`src/rtl/pcf8563_responder.sv`:
```
// PCF8563-compatible I2C target with a 16-byte register file and a local preload/inspect port.
// Optional once-per-second seconds/minutes update when PCF8563_RESPONDER_TICK_EN is defined.
module pcf8563_responder #(
    parameter logic [6:0] DEV_ADDR   = 7'h51,
    parameter int         FILTER_LEN = 3,
    parameter int         CLK_FREQ   = 100000000
) (
    input  logic       clk,
    input  logic       rst,
    input  logic       en,
    input  logic       scl_i,
    output logic       scl_o,
    output logic       scl_t,
    input  logic       sda_i,
    output logic       sda_o,
    output logic       sda_t,
    input  logic       loc_we,
    input  logic [3:0] loc_addr,
    input  logic [7:0] loc_wdata,
    output logic [7:0] loc_rdata,
    output logic       wr_strobe,
    output logic [3:0] wr_addr,
    output logic [7:0] wr_data,
    output logic       busy
);
    localparam int FCW = $clog2(FILTER_LEN + 1);

    if (FILTER_LEN < 1 || CLK_FREQ < 2) begin : g_param_check
        $error("pcf8563_responder: FILTER_LEN must be >= 1 and CLK_FREQ >= 2");
    end

    typedef enum logic [2:0] {
        S_IDLE, S_ADDR, S_ADDR_ACK, S_PTR, S_WR, S_RD, S_RD_ACK, S_WAIT_STOP
    } state_t;

    state_t         r_state;
    logic [1:0]     r_scl_sync, r_sda_sync;
    logic           r_scl_f, r_sda_f, r_scl_fd, r_sda_fd;
    logic [FCW-1:0] r_scl_cnt, r_sda_cnt;
    logic [3:0]     r_bit_cnt;
    logic [7:0]     r_shift;
    logic [3:0]     r_ptr;
    logic           r_rw;
    logic           r_sda_t;
    logic           r_busy;
    logic           r_wr_strobe;
    logic [3:0]     r_wr_addr;
    logic [7:0]     r_wr_data;
    logic [7:0]     r_loc_rdata;
    logic [7:0]     r_regs [16];

    logic w_scl_rise, w_scl_fall, w_start, w_stop, w_bus_we;

    // A filtered level only flips after FILTER_LEN consecutive opposite synchronized samples.
    always_ff @(posedge clk) begin
        if (rst) begin
            r_scl_sync <= 2'b11;
            r_sda_sync <= 2'b11;
            r_scl_f    <= 1'b1;
            r_sda_f    <= 1'b1;
            r_scl_fd   <= 1'b1;
            r_sda_fd   <= 1'b1;
            r_scl_cnt  <= '0;
            r_sda_cnt  <= '0;
        end else begin
            r_scl_sync <= {r_scl_sync[0], scl_i};
            r_sda_sync <= {r_sda_sync[0], sda_i};
            r_scl_fd   <= r_scl_f;
            r_sda_fd   <= r_sda_f;
            if (r_scl_sync[1] == r_scl_f) begin
                r_scl_cnt <= '0;
            end else if (r_scl_cnt == FCW'(FILTER_LEN - 1)) begin
                r_scl_f   <= r_scl_sync[1];
                r_scl_cnt <= '0;
            end else begin
                r_scl_cnt <= r_scl_cnt + 1'b1;
            end
            if (r_sda_sync[1] == r_sda_f) begin
                r_sda_cnt <= '0;
            end else if (r_sda_cnt == FCW'(FILTER_LEN - 1)) begin
                r_sda_f   <= r_sda_sync[1];
                r_sda_cnt <= '0;
            end else begin
                r_sda_cnt <= r_sda_cnt + 1'b1;
            end
        end
    end

    assign w_scl_rise = r_scl_f & ~r_scl_fd;
    assign w_scl_fall = ~r_scl_f & r_scl_fd;
    assign w_start    = r_scl_f & r_scl_fd & r_sda_fd & ~r_sda_f;
    assign w_stop     = r_scl_f & r_scl_fd & ~r_sda_fd & r_sda_f;
    assign w_bus_we   = en & ~w_start & ~w_stop & (r_state == S_WR) &
                        (r_bit_cnt == 4'd9) & w_scl_rise;

    // r_bit_cnt: 0..8 data bits received, 9 = inside the ACK slot.
    always_ff @(posedge clk) begin
        r_wr_strobe <= 1'b0;
        if (rst) begin
            r_state   <= S_IDLE;
            r_bit_cnt <= '0;
            r_shift   <= '0;
            r_ptr     <= '0;
            r_rw      <= 1'b0;
            r_sda_t   <= 1'b1;
            r_busy    <= 1'b0;
            r_wr_addr <= '0;
            r_wr_data <= '0;
        end else if (!en) begin
            r_state   <= S_IDLE;
            r_bit_cnt <= '0;
            r_sda_t   <= 1'b1;
            r_busy    <= 1'b0;
        end else if (w_start) begin
            r_state   <= S_ADDR;
            r_bit_cnt <= '0;
            r_sda_t   <= 1'b1;
        end else if (w_stop) begin
            r_state   <= S_IDLE;
            r_bit_cnt <= '0;
            r_sda_t   <= 1'b1;
            r_busy    <= 1'b0;
        end else begin
            case (r_state)
                S_ADDR: begin
                    if (w_scl_rise && r_bit_cnt < 4'd8) begin
                        r_shift   <= {r_shift[6:0], r_sda_f};
                        r_bit_cnt <= r_bit_cnt + 4'd1;
                    end else if (w_scl_fall && r_bit_cnt == 4'd8) begin
                        if (r_shift[7:1] == DEV_ADDR) begin
                            r_state <= S_ADDR_ACK;
                            r_sda_t <= 1'b0;
                            r_busy  <= 1'b1;
                            r_rw    <= r_shift[0];
                        end else begin
                            r_state <= S_IDLE;
                            r_busy  <= 1'b0;
                        end
                    end
                end
                S_ADDR_ACK: begin
                    if (w_scl_fall) begin
                        if (r_rw) begin
                            r_state   <= S_RD;
                            r_shift   <= r_regs[r_ptr];
                            r_sda_t   <= r_regs[r_ptr][7];
                            r_bit_cnt <= 4'd1;
                        end else begin
                            r_state   <= S_PTR;
                            r_sda_t   <= 1'b1;
                            r_bit_cnt <= '0;
                        end
                    end
                end
                S_PTR, S_WR: begin
                    if (w_scl_rise) begin
                        if (r_bit_cnt < 4'd8) begin
                            r_shift   <= {r_shift[6:0], r_sda_f};
                            r_bit_cnt <= r_bit_cnt + 4'd1;
                        end else if (r_bit_cnt == 4'd9) begin
                            if (r_state == S_PTR) begin
                                r_ptr <= r_shift[3:0];
                            end else begin
                                r_wr_strobe <= 1'b1;
                                r_wr_addr   <= r_ptr;
                                r_wr_data   <= r_shift;
                                r_ptr       <= r_ptr + 4'd1;
                            end
                        end
                    end else if (w_scl_fall) begin
                        if (r_bit_cnt == 4'd8) begin
                            r_sda_t   <= 1'b0;
                            r_bit_cnt <= 4'd9;
                        end else if (r_bit_cnt == 4'd9) begin
                            r_sda_t   <= 1'b1;
                            r_bit_cnt <= '0;
                            r_state   <= S_WR;
                        end
                    end
                end
                S_RD: begin
                    if (w_scl_fall) begin
                        if (r_bit_cnt == 4'd8) begin
                            r_sda_t <= 1'b1;
                            r_state <= S_RD_ACK;
                        end else begin
                            r_shift   <= {r_shift[6:0], 1'b0};
                            r_sda_t   <= r_shift[6];
                            r_bit_cnt <= r_bit_cnt + 4'd1;
                        end
                    end
                end
                S_RD_ACK: begin
                    if (w_scl_rise) begin
                        r_ptr <= r_ptr + 4'd1;
                        if (r_sda_f) r_state <= S_WAIT_STOP;
                        else         r_bit_cnt <= 4'd9;
                    end else if (w_scl_fall && r_bit_cnt == 4'd9) begin
                        r_state   <= S_RD;
                        r_shift   <= r_regs[r_ptr];
                        r_sda_t   <= r_regs[r_ptr][7];
                        r_bit_cnt <= 4'd1;
                    end
                end
                default: ;
            endcase
        end
    end

`ifdef PCF8563_RESPONDER_TICK_EN
    localparam int TCW = $clog2(CLK_FREQ);
    logic [TCW-1:0] r_tick_cnt;
    logic           r_tick_pend;
    logic           w_tick_due;
    logic           w_sec_write;

    assign w_tick_due  = (r_tick_cnt == TCW'(CLK_FREQ - 1)) | r_tick_pend;
    assign w_sec_write = (loc_we & (loc_addr == 4'h2)) | (w_bus_we & (r_ptr == 4'h2));

    // BCD 00..59 increment on bits [6:0]; bit 7 passes through untouched.
    function automatic logic [7:0] bcd_inc59(input logic [7:0] v);
        if (v[6:0] == 7'h59)    return {v[7], 7'h00};
        else if (v[3:0] == 4'h9) return {v[7], v[6:4] + 3'd1, 4'h0};
        else                     return {v[7], v[6:4], v[3:0] + 4'd1};
    endfunction
`endif

    // Later assignments win: tick, then local write, then bus commit.
    always_ff @(posedge clk) begin
        if (rst) begin
            for (int i = 0; i < 16; i++) r_regs[i] <= 8'h00;
            r_loc_rdata <= 8'h00;
`ifdef PCF8563_RESPONDER_TICK_EN
            r_tick_cnt  <= '0;
            r_tick_pend <= 1'b0;
`endif
        end else begin
            r_loc_rdata <= r_regs[loc_addr];
`ifdef PCF8563_RESPONDER_TICK_EN
            if (w_tick_due && !r_busy) begin
                r_regs[2] <= bcd_inc59(r_regs[2]);
                if (r_regs[2][6:0] == 7'h59) r_regs[3] <= bcd_inc59(r_regs[3]);
                r_tick_pend <= 1'b0;
            end else if (w_tick_due) begin
                r_tick_pend <= 1'b1;
            end
            if (w_sec_write || r_tick_cnt == TCW'(CLK_FREQ - 1)) r_tick_cnt <= '0;
            else r_tick_cnt <= r_tick_cnt + 1'b1;
`endif
            if (loc_we)   r_regs[loc_addr] <= loc_wdata;
            if (w_bus_we) r_regs[r_ptr]    <= r_shift;
        end
    end

    assign scl_o     = 1'b1;
    assign scl_t     = 1'b1;
    assign sda_o     = 1'b0;
    assign sda_t     = r_sda_t;
    assign busy      = r_busy;
    assign wr_strobe = r_wr_strobe;
    assign wr_addr   = r_wr_addr;
    assign wr_data   = r_wr_data;
    assign loc_rdata = r_loc_rdata;
endmodule
```
`config.mk`:
```
export PLATFORM = sky130hd
export DESIGN_NAME = pcf8563_responder
export DESIGN_NICKNAME = d
export VERILOG_FILES = /design/src/rtl/pcf8563_responder.sv
export SDC_FILE = /design/constraint.sdc
export NUM_CORES = 1
export LEC_CHECK = 0
export ABC_AREA = 1
export CAP_MARGIN = 20
export CELL_PAD_IN_SITES_DETAIL_PLACEMENT = 1
export CELL_PAD_IN_SITES_GLOBAL_PLACEMENT = 2
export CORE_MARGIN = 10
export CORE_UTILIZATION = 34
export CTS_CLUSTER_SIZE = 8
export DETAILED_ROUTE_END_ITERATION = 10
export PLACE_DENSITY_LB_ADDON = 0.25
export SYNTH_ARGS = -nofsm -noshare
export SYNTH_HDL_FRONTEND = slang
export SYNTH_SLANG_ARGS = --single-unit
```
`constraint.sdc`:
```
create_clock -name clk -period 2.31 [get_ports clk]
set_input_delay 0.462 -clock clk [delete_from_list [all_inputs] [get_ports clk]]
set_output_delay 0.462 -clock clk [all_outputs]
set_load 0.005 [all_outputs]
```
Yosys cells after proc, flatten, opt, wreduce, memory -nomap -nowiden
Memories as Yosys holds them, arrays and structs flattened. A register that Yosys moved wholly into a read port is not among the register bits.
Cells that the tools add are included.
{ "totals": {"out_inout_bits": 26, "mem_count": 1, "in_bits": 18, "regBits": 47, "ramBits": 128, "word_cells": 213} }
{ "op_classes": {"n_mux": 83, "reduce_logical": 27, "order_cmp": 1, "add_sub_neg": 4, "n_bitwise": 27, "eq_ne": 51} }
{ "mem_list": {"columns": ["memory", "depth", "word_bits", "read_ports", "rd_clocked_by_memory_dff", "wr", "line", "text"], "rows": [
  ["r_regs", 16, 8, 2, 2, 16, "50", "logic [7:0] r_regs [16];"]
]} }
{ "op_table": {"columns": ["cell", "n"], "rows": [
  ["$mux W8", 11],
  ["$mux W4", 21],
  ["$ne A2 B2 Y1 const B", 20],
  ["$ne A4 B4 Y1 const B", 10],
  ["$pmux W8 S5", 1],
  ["$mux W3", 13],
  ["$mux W1", 32],
  ["$reduce_and A12 Y1", 2],
  ["$reduce_or A8 Y1", 3],
  ["$pmux W4 S5", 1],
  ["$ne A3 B3 Y1 const B", 6],
  ["$reduce_and A8 Y1", 2],
  ["$not A1 Y1", 15],
  ["$pmux W3 S5", 1],
  ["$reduce_and A13 Y1", 1],
  ["$and A1 B1 Y1", 12],
  ["$reduce_and A11 Y1", 1],
  ["$ne A5 B5 Y1 const B", 2],
  ["$reduce_and A10 Y1", 1],
  ["$eq A3 B3 Y1 const B", 3],
  ["$add A4 B1 Y4 const B", 2],
  ["$eq A4 B4 Y1 const B", 2],
  ["$pmux W4 S2", 1],
  ["$eq A7 B7 Y1 const B", 1],
  ["18 further kinds", 29]
]} }

Logic depth before layout (Yosys ltp)
Gate-level depths: netlist of the first run.
{ "depth": {"ltp_word": 14, "ltp_mapped": 13, "ltp_nobuf": 13} }

Worst setup path after synthesis of the first run
Ideal clock, no wire load.
{ "synth_path": {"kind": "register to register", "startpoint": "reg r_scl_f", "endpoint": "mem r_regs[1][0] (enable)", "required_ps": 1972, "arrival_ps": 1875, "path_stages_with_launch": 10, "setup_slack_ps": 97, "synth_period_minus_slack_ps": 2213, "setup_time_ps": 338, "cell_sequence": "dfxtp_1 -> ha_1 -> inv_1 -> nor2_1 -> nand4_1 -> nor2_4 -> buf_12 -> nand3_4 -> buf_6 -> nand3b_1"} }
{ "synth_lines": {"columns": ["item", "line", "text"], "rows": [
  ["start, declared", "38", "logic r_scl_f, r_sda_f, r_scl_fd, r_sda_fd;"],
  ["start signal, assigned", "73", "r_scl_f <= r_scl_sync[1];"],
  ["end, declared", "50", null]
]} }

==> flow_summary.json, run 1 <==
{
  "gr-total-overflow": 0,
  "yosys_most_used_dff": "edfxtp_1",
  "dpl_worst_slack_ps": -325,
  "hold_slack_ps": 416,
  "die_w_microns": 198,
  "groute.layer.met2.usage": 0.374,
  "cts_htree_levels": 4,
  "finish.utilization": 0.432,
  "max_cap_violations": 0,
  "total_leakage_power_nw": 5.20,
  "postSynthCellCount": 1354,
  "first_pass_iters": 5,
  "critPathArrivalTime_ps": 2410,
  "slew_violations": 0,
  "end_kind": "register",
  "max_clock_freq_ghz": 0.446,
  "slowest_delay_ps": 330,
  "first_iter_violations": 983,
  "use_met1": 0.307,
  "outcome": "completed",
  "final_routed_wirelength_across_all_metal_layers_microns": 45100,
  "timing.final.hold_violations": 0,
  "globalRouteTotalUtil": 0.229,
  "cts-buffers-inserted": 17,
  "path_cells": "inv_2 > ha_4 > nand3_4 > nor2_4 > nand4_1 > nor2_4 > buf_12 > buf_8 > nand3_4 > nand3b_1 > buf_12",
  "insertedDiodeCount": 0,
  "layout-area-overhead-vs-synth_pct": 25.8,
  "grt_antenna_before_repair": 0,
  "fin_area_sq_um": 13600,
  "layout_worst_path_cycle_share": 0.971,
  "antenna_violating_nets_post_route": 0,
  "cts-root-buf": "clkbuf_16",
  "clockBufferDepth": 2,
  "async_flop_share": 0,
  "synth_enable_flop_cells": 128,
  "critical-path-slowest-cell": "dfxtp_2",
  "fp.coreArea_sq_um": 31500,
  "worstSkewPairLatency_ps": 460,
  "clk_pin_slew_worst_paths_ps": 80,
  "chipHeight_microns": 198,
  "cts-hold-fix-buffers": 0,
  "tritoncts_clock_tree": "done",
  "rsz0062_at_grt": "true",
  "layout.cells.most_common_list": "nand3_1, nand2_1, nor2_1",
  "cts.sinks": 187,
  "yosys_warnings": 0,
  "time_the_final_worst_path_needs_with_i_o_delays_and_setup_ps": 2240,
  "fin_skew_ps": 21.1,
  "place_congestion": 0.928,
  "hpwl_microns": 32000,
  "postLayoutSetupSlackWorst_ps": 66.5,
  "first_global_vias": 10700,
  "tightest_slew_ps": 613,
  "die-area_sq_um": 39300,
  "synth-seq-area-share": 0.465,
  "detail_route.vias_per_cell": 5.59,
  "grt_most_used_layer": "met2",
  "finalSetupViolations": 0,
  "grt_start_max_net_pins": 81,
  "syn-mean-instance-area_sq_um": 7.97,
  "globalRouteMet3Util": 0.0290,
  "slew_headroom": 0.591,
  "required_time_reported_for_the_critical_path_endpoint_ps": 2480,
  "initial_core_util": 0.343,
  "placement.cell_area_sq_um": 12700,
  "start_kind": "register",
  "placementRows": 65,
  "numPortBuffers": 40,
  "max-vdd-ir-drop_mv": 0.505,
  "nNetsFinal": 1526,
  "n_fill_cell": 3700,
  "io-pin-count": 44,
  "power_per_cell_area_nw_per_um2": 566,
  "route.detailed.drc": 0,
  "route.vias.total": 10700,
  "final_layout_size_suffix_gt1_frac": 0.176,
  "path_class": "register to register",
  "drt-wirelength-per-cell_microns": 23.6,
  "maximum_fanout_along_the_worst_path": 8,
  "yosys_register_bits": 187,
  "grt_first_pass_wirelength_microns": 67400,
  "ys_types": 36,
  "worst_hold_path_type": "register to register",
  "ff2ff_setup_slack_ps": 70,
  "netlist_area_before_placement_sq_um": 10800,
  "most_frequent_standard_cell_in_the_layout_excluding_fill_and_tap_cells": "nand3_1"
}
[timing repair]
action                     4_1_cts  5_1_grt
resized for setup                0       50
hold endpoints to repair         0        0
setup endpoints to repair        0      222
buffers inserted                 0        6
[final timing paths]
| path | end | cells after the start | startpoint |
|---|---|---|---|
| max | r_regs[10][4] | 11 | r_bit_cnt[1] |
| min | r_sda_cnt[0] | 1 | r_sda_cnt[0] |
| max reg2reg | r_regs[10][4] | 11 | r_bit_cnt[1] |
| min reg2reg | r_sda_cnt[0] | 1 | r_sda_cnt[0] |
[registers in the layout (all words and copies together) (netlist names), named ones only]
register / count
r_sda_cnt: 2
r_scl_fd: 1
r_bit_cnt: 4
r_scl_f: 1
wr_addr: 4
r_scl_cnt: 2
sda_t: 1
r_sda_f: 1
r_scl_sync: 2
r_rw: 1
r_shift: 8
r_sda_sync: 2
r_sda_fd: 1
r_regs: 128
r_ptr: 4
loc_rdata: 8
wr_strobe: 1
r_state: 3
busy: 1
wr_data: 8
[synthesized netlist by cell type, types with 2 or more instances]
cell	n	area share
nand3_1	223	0.10
nand2_1	194	0.067
nor2_1	169	0.059
o21ai_0	169	0.078
edfxtp_1	128	0.36
inv_1	81	0.028
dfxtp_1	59	0.11
a21oi_1	58	0.027
a22oi_1	58	0.040
clkbuf_1	49	0.017
o21ai_1	20	0.0093
or2_2	20	0.012
buf_1	16	0.0056
buf_2	13	0.0060
ha_1	12	0.014
o211ai_1	12	0.0083
nand3b_1	11	0.0076
buf_6	10	0.010
nand3_4	9	0.015
nor3_1	6	0.0028
o221ai_1	6	0.0049
clkinv_1	5	0.0017
nand4_1	4	0.0023
buf_4	3	0.0021
inv_2	3	0.0010
xor2_1	3	0.0024
conb_1	2	0.00070
nand3_2	2	0.0019
nor2_2	2	0.0012
[layer usage]
metal | wire length (microns) | vias up
met4 | 1330 | 0
li1 | - | 4998
met1 | 20100 | 5272
met3 | 2490 | 74
met2 | 21100 | 347
met5 | 0 | -
[layout make-up]
type	count	area, sq um	share of cell area
inverter	89	334	0.0246
multi-input combinational	986	5050	0.372
clock inverter	14	151	0.0111
clock buffer	18	450	0.0332
timing repair buffer	215	2060	0.152
sequential	187	5030	0.370
tap	402	503	0.0370
[critical path: cells and delay by family, from the launching register on]
kind | cells | cell delay [ps]
buffers and inverters | 4 | 500
adders and majority gates | 1 | 140
and+or+nand+nor | 6 | 990
DFF | 1 | 330
[through the flow]
stage               power [mW]  cells  TNS, ps
finish                    7.68   1911        0
global route              7.90   1911     -306
CTS                       7.71   1902        0
detailed placement        4.60   1870   -32850
global placement          4.59   1870   -22920
floorplan                 4.18   1355        0
[logic make-up (layout without fill, tap and decap cells)]
logic type	after synthesis	count (layout)	share of synthesized area
adder cells (fa/ha/maj)	12	12	0.0139
flip-flops	187	187	0.465
XOR/XNOR	4	4	0.00325
buffers and inverters	182	336	0.0744
AND/OR/NAND/NOR	644	644	0.274
other	2	3	0.000696
AO/OA/AOI/OAI	323	323	0.168
[power by group]
group / internal [mW] / switching (mW) / total [mW]
logic: 0.279 / 0.448 / 0.727
clock network: 1.60 / 1.54 / 3.14
registers: 3.72 / 0.0938 / 3.82
Note: power is estimated with default switching activity, not from simulation.
==> run 2, diff against run 1 <==
- CORE_UTILIZATION: 34 -> 30
==> run 2 against run 1 <==
  * Maximum frequency rose by 3.4%
  * Design area fell by 0.43%
  * Clock power is 2% higher
==> flow_summary.json, run 2 (synthesis results as in run 1) <==
{
  "grt_antenna_before_repair": 0,
  "critPathArrivalTime_ps": 2360,
  "placement.cell_area_sq_um": 12800,
  "insertedDiodeCount": 0,
  "cts-hold-fix-buffers": 0,
  "chipHeight_microns": 210,
  "slew_headroom": 0.592,
  "crit-reg2reg-launch": "r_bit_cnt[1]",
  "ff2ff_setup_slack_ps": 140,
  "netSwitchingFraction": 0.253,
  "share_clk_of_total_power": 0.412,
  "finish.utilization": 0.380,
  "numPortBuffers": 40,
  "layout-area-overhead-vs-synth_pct": 25.3,
  "largest_register_ffs": 128,
  "reg2reg_depth": 12,
  "gr-total-overflow": 0,
  "share_comb_of_total_power": 0.093,
  "critical-path-slowest-cell": "dfxtp_1",
  "path_cells": "inv_2 > ha_4 > nand3_2 > nor2_1 > nand4_1 > nor2_4 > buf_6 > buf_4 > nand3_4 > buf_6 > nand3_1 > o21ai_1",
  "finalSetupViolations": 0,
  "cts_htree_levels": 4,
  "cp.buffers_inverters": 4,
  "placementRows": 69,
  "globalRouteTotalUtil": 0.201,
  "cts.sinks": 187,
  "power.net_switching_mw": 1.95,
  "slowest_delay_ps": 320,
  "path_class": "register to register",
  "grt_start_max_net_pins": 81,
  "route.vias.total": 10500,
  "timing.critical_path.depth": 12,
  "endpoint": "r_regs[13][2]",
  "time_the_final_worst_path_needs_with_i_o_delays_and_setup_ps": 2170,
  "tritoncts_clock_tree": "done",
  "required_time_reported_for_the_critical_path_endpoint_ps": 2500,
  "crit-reg2reg-capture": "r_regs[13][2]",
  "layout.cells.most_common_list": "nand3_1, nand2_1, nor2_1",
  "grt_first_pass_wirelength_microns": 67100,
  "max_clock_freq_ghz": 0.461,
  "worst_hold_path_type": "register to register",
  "top_register": "r_regs",
  "fin_skew_ps": 14.6,
  "most_frequent_standard_cell_in_the_layout_excluding_fill_and_tap_cells": "nand3_1",
  "postLayoutSetupSlackWorst_ps": 139,
  "worst_setup_path_startpoint": "r_bit_cnt[1]",
  "nNetsFinal": 1515,
  "path_common_cell": "buf_6",
  "cts-root-buf": "clkbuf_16",
  "power_per_cell_area_nw_per_um2": 571,
  "fp.coreArea_sq_um": 35600,
  "detail_route.vias_per_cell": 5.37,
  "design_power_total_mw": 7.73,
  "tightest_slew_ps": 610,
  "place_congestion": 0.855,
  "slew_violations": 0,
  "layout_worst_path_cycle_share": 0.940,
  "final_layout_size_suffix_gt1_frac": 0.164,
  "clk_pin_slew_worst_paths_ps": 70,
  "first_global_vias": 10700,
  "timing.final.hold_violations": 0,
  "fin_area_sq_um": 13500,
  "worstSkewPairLatency_ps": 460,
  "route.detailed.drc": 0,
  "io-pin-count": 44,
  "die_w_microns": 210,
  "dpl_worst_slack_ps": -273,
  "maximum_fanout_along_the_worst_path": 8,
  "die-area_sq_um": 44000,
  "cell_internal_pwr_mw": 5.77,
  "drt-wirelength-per-cell_microns": 23.0,
  "cts-buffers-inserted": 17,
  "end_kind": "register",
  "rsz0062_at_grt": "true",
  "final_routed_wirelength_across_all_metal_layers_microns": 45100,
  "start_kind": "register",
  "top_cell_family_by_delay_on_the_critical_path": "simple AND/OR/NAND/NOR gates",
  "max_cap_violations": 0,
  "antenna_violating_nets_post_route": 0,
  "clockBufferDepth": 2,
  "seq_power_share": 0.495,
  "outcome": "completed",
  "first_pass_iters": 5,
  "total_leakage_power_nw": 5.15,
  "first_iter_violations": 757,
  "hpwl_microns": 32000,
  "initial_core_util": 0.304,
  "max-vdd-ir-drop_mv": 0.511
}
run 2: what timing repair did:
action | CTS | global route
resized for setup | 3 | 16
pin swaps | 1 | 1
buffers inserted | 1 | 1
endpoints found under the setup margin | 20 | 172
run 2: how the worst min path moves through the flow:
stage | start | end | slack, ps | cells past startpoint
floorplan | r_scl_sync[0] | r_scl_sync[1] | 390 | 1
global placement | r_sda_sync[0] | r_sda_sync[1] | 390 | 1
detailed placement | r_sda_sync[0] | r_sda_sync[1] | 400 | 1
CTS | r_scl_cnt[0] | r_scl_cnt[0] | 420 | 1
global route | r_scl_sync[0] | r_scl_sync[1] | 430 | 1
finish | r_sda_sync[0] | r_sda_sync[1] | 410 | 1
run 2: area by class of cell:
type	instances	area [sq um]
Clock inverter	11	128
Sequential cell	187	5030
Clock buffer	21	493
Tap cell	461	577
Inverter	89	334
Multi-Input combinational cell	986	5010
Fill cell	4274	22000
Timing Repair Buffer	204	1950
run 2: layer usage:
layer	GRT usage	routed length [microns]
met1	0.252	19800
met2	0.329	21300
met3	0.0361	2190
met4	0.0953	1830
met5	0	0
run 2: metrics by stage:
step                hold WS, ps  cells  setup TNS, ps
floorplan                   389   1355              0
global placement            391   1925         -31300
detailed placement          402   1925         -39470
CTS                         417   1958              0
global route                431   1959           -127
finish                      414   1959              0
run 2: power groups by stage:
stage	Combinational, mW	Sequential [mW]	Clock, mW
finish	0.720	3.82	3.19
global route	0.776	3.84	3.35
CTS	0.717	3.82	3.22
detailed placement	0.715	3.90	0
global placement	0.707	3.89	0
floorplan	0.334	3.85	0
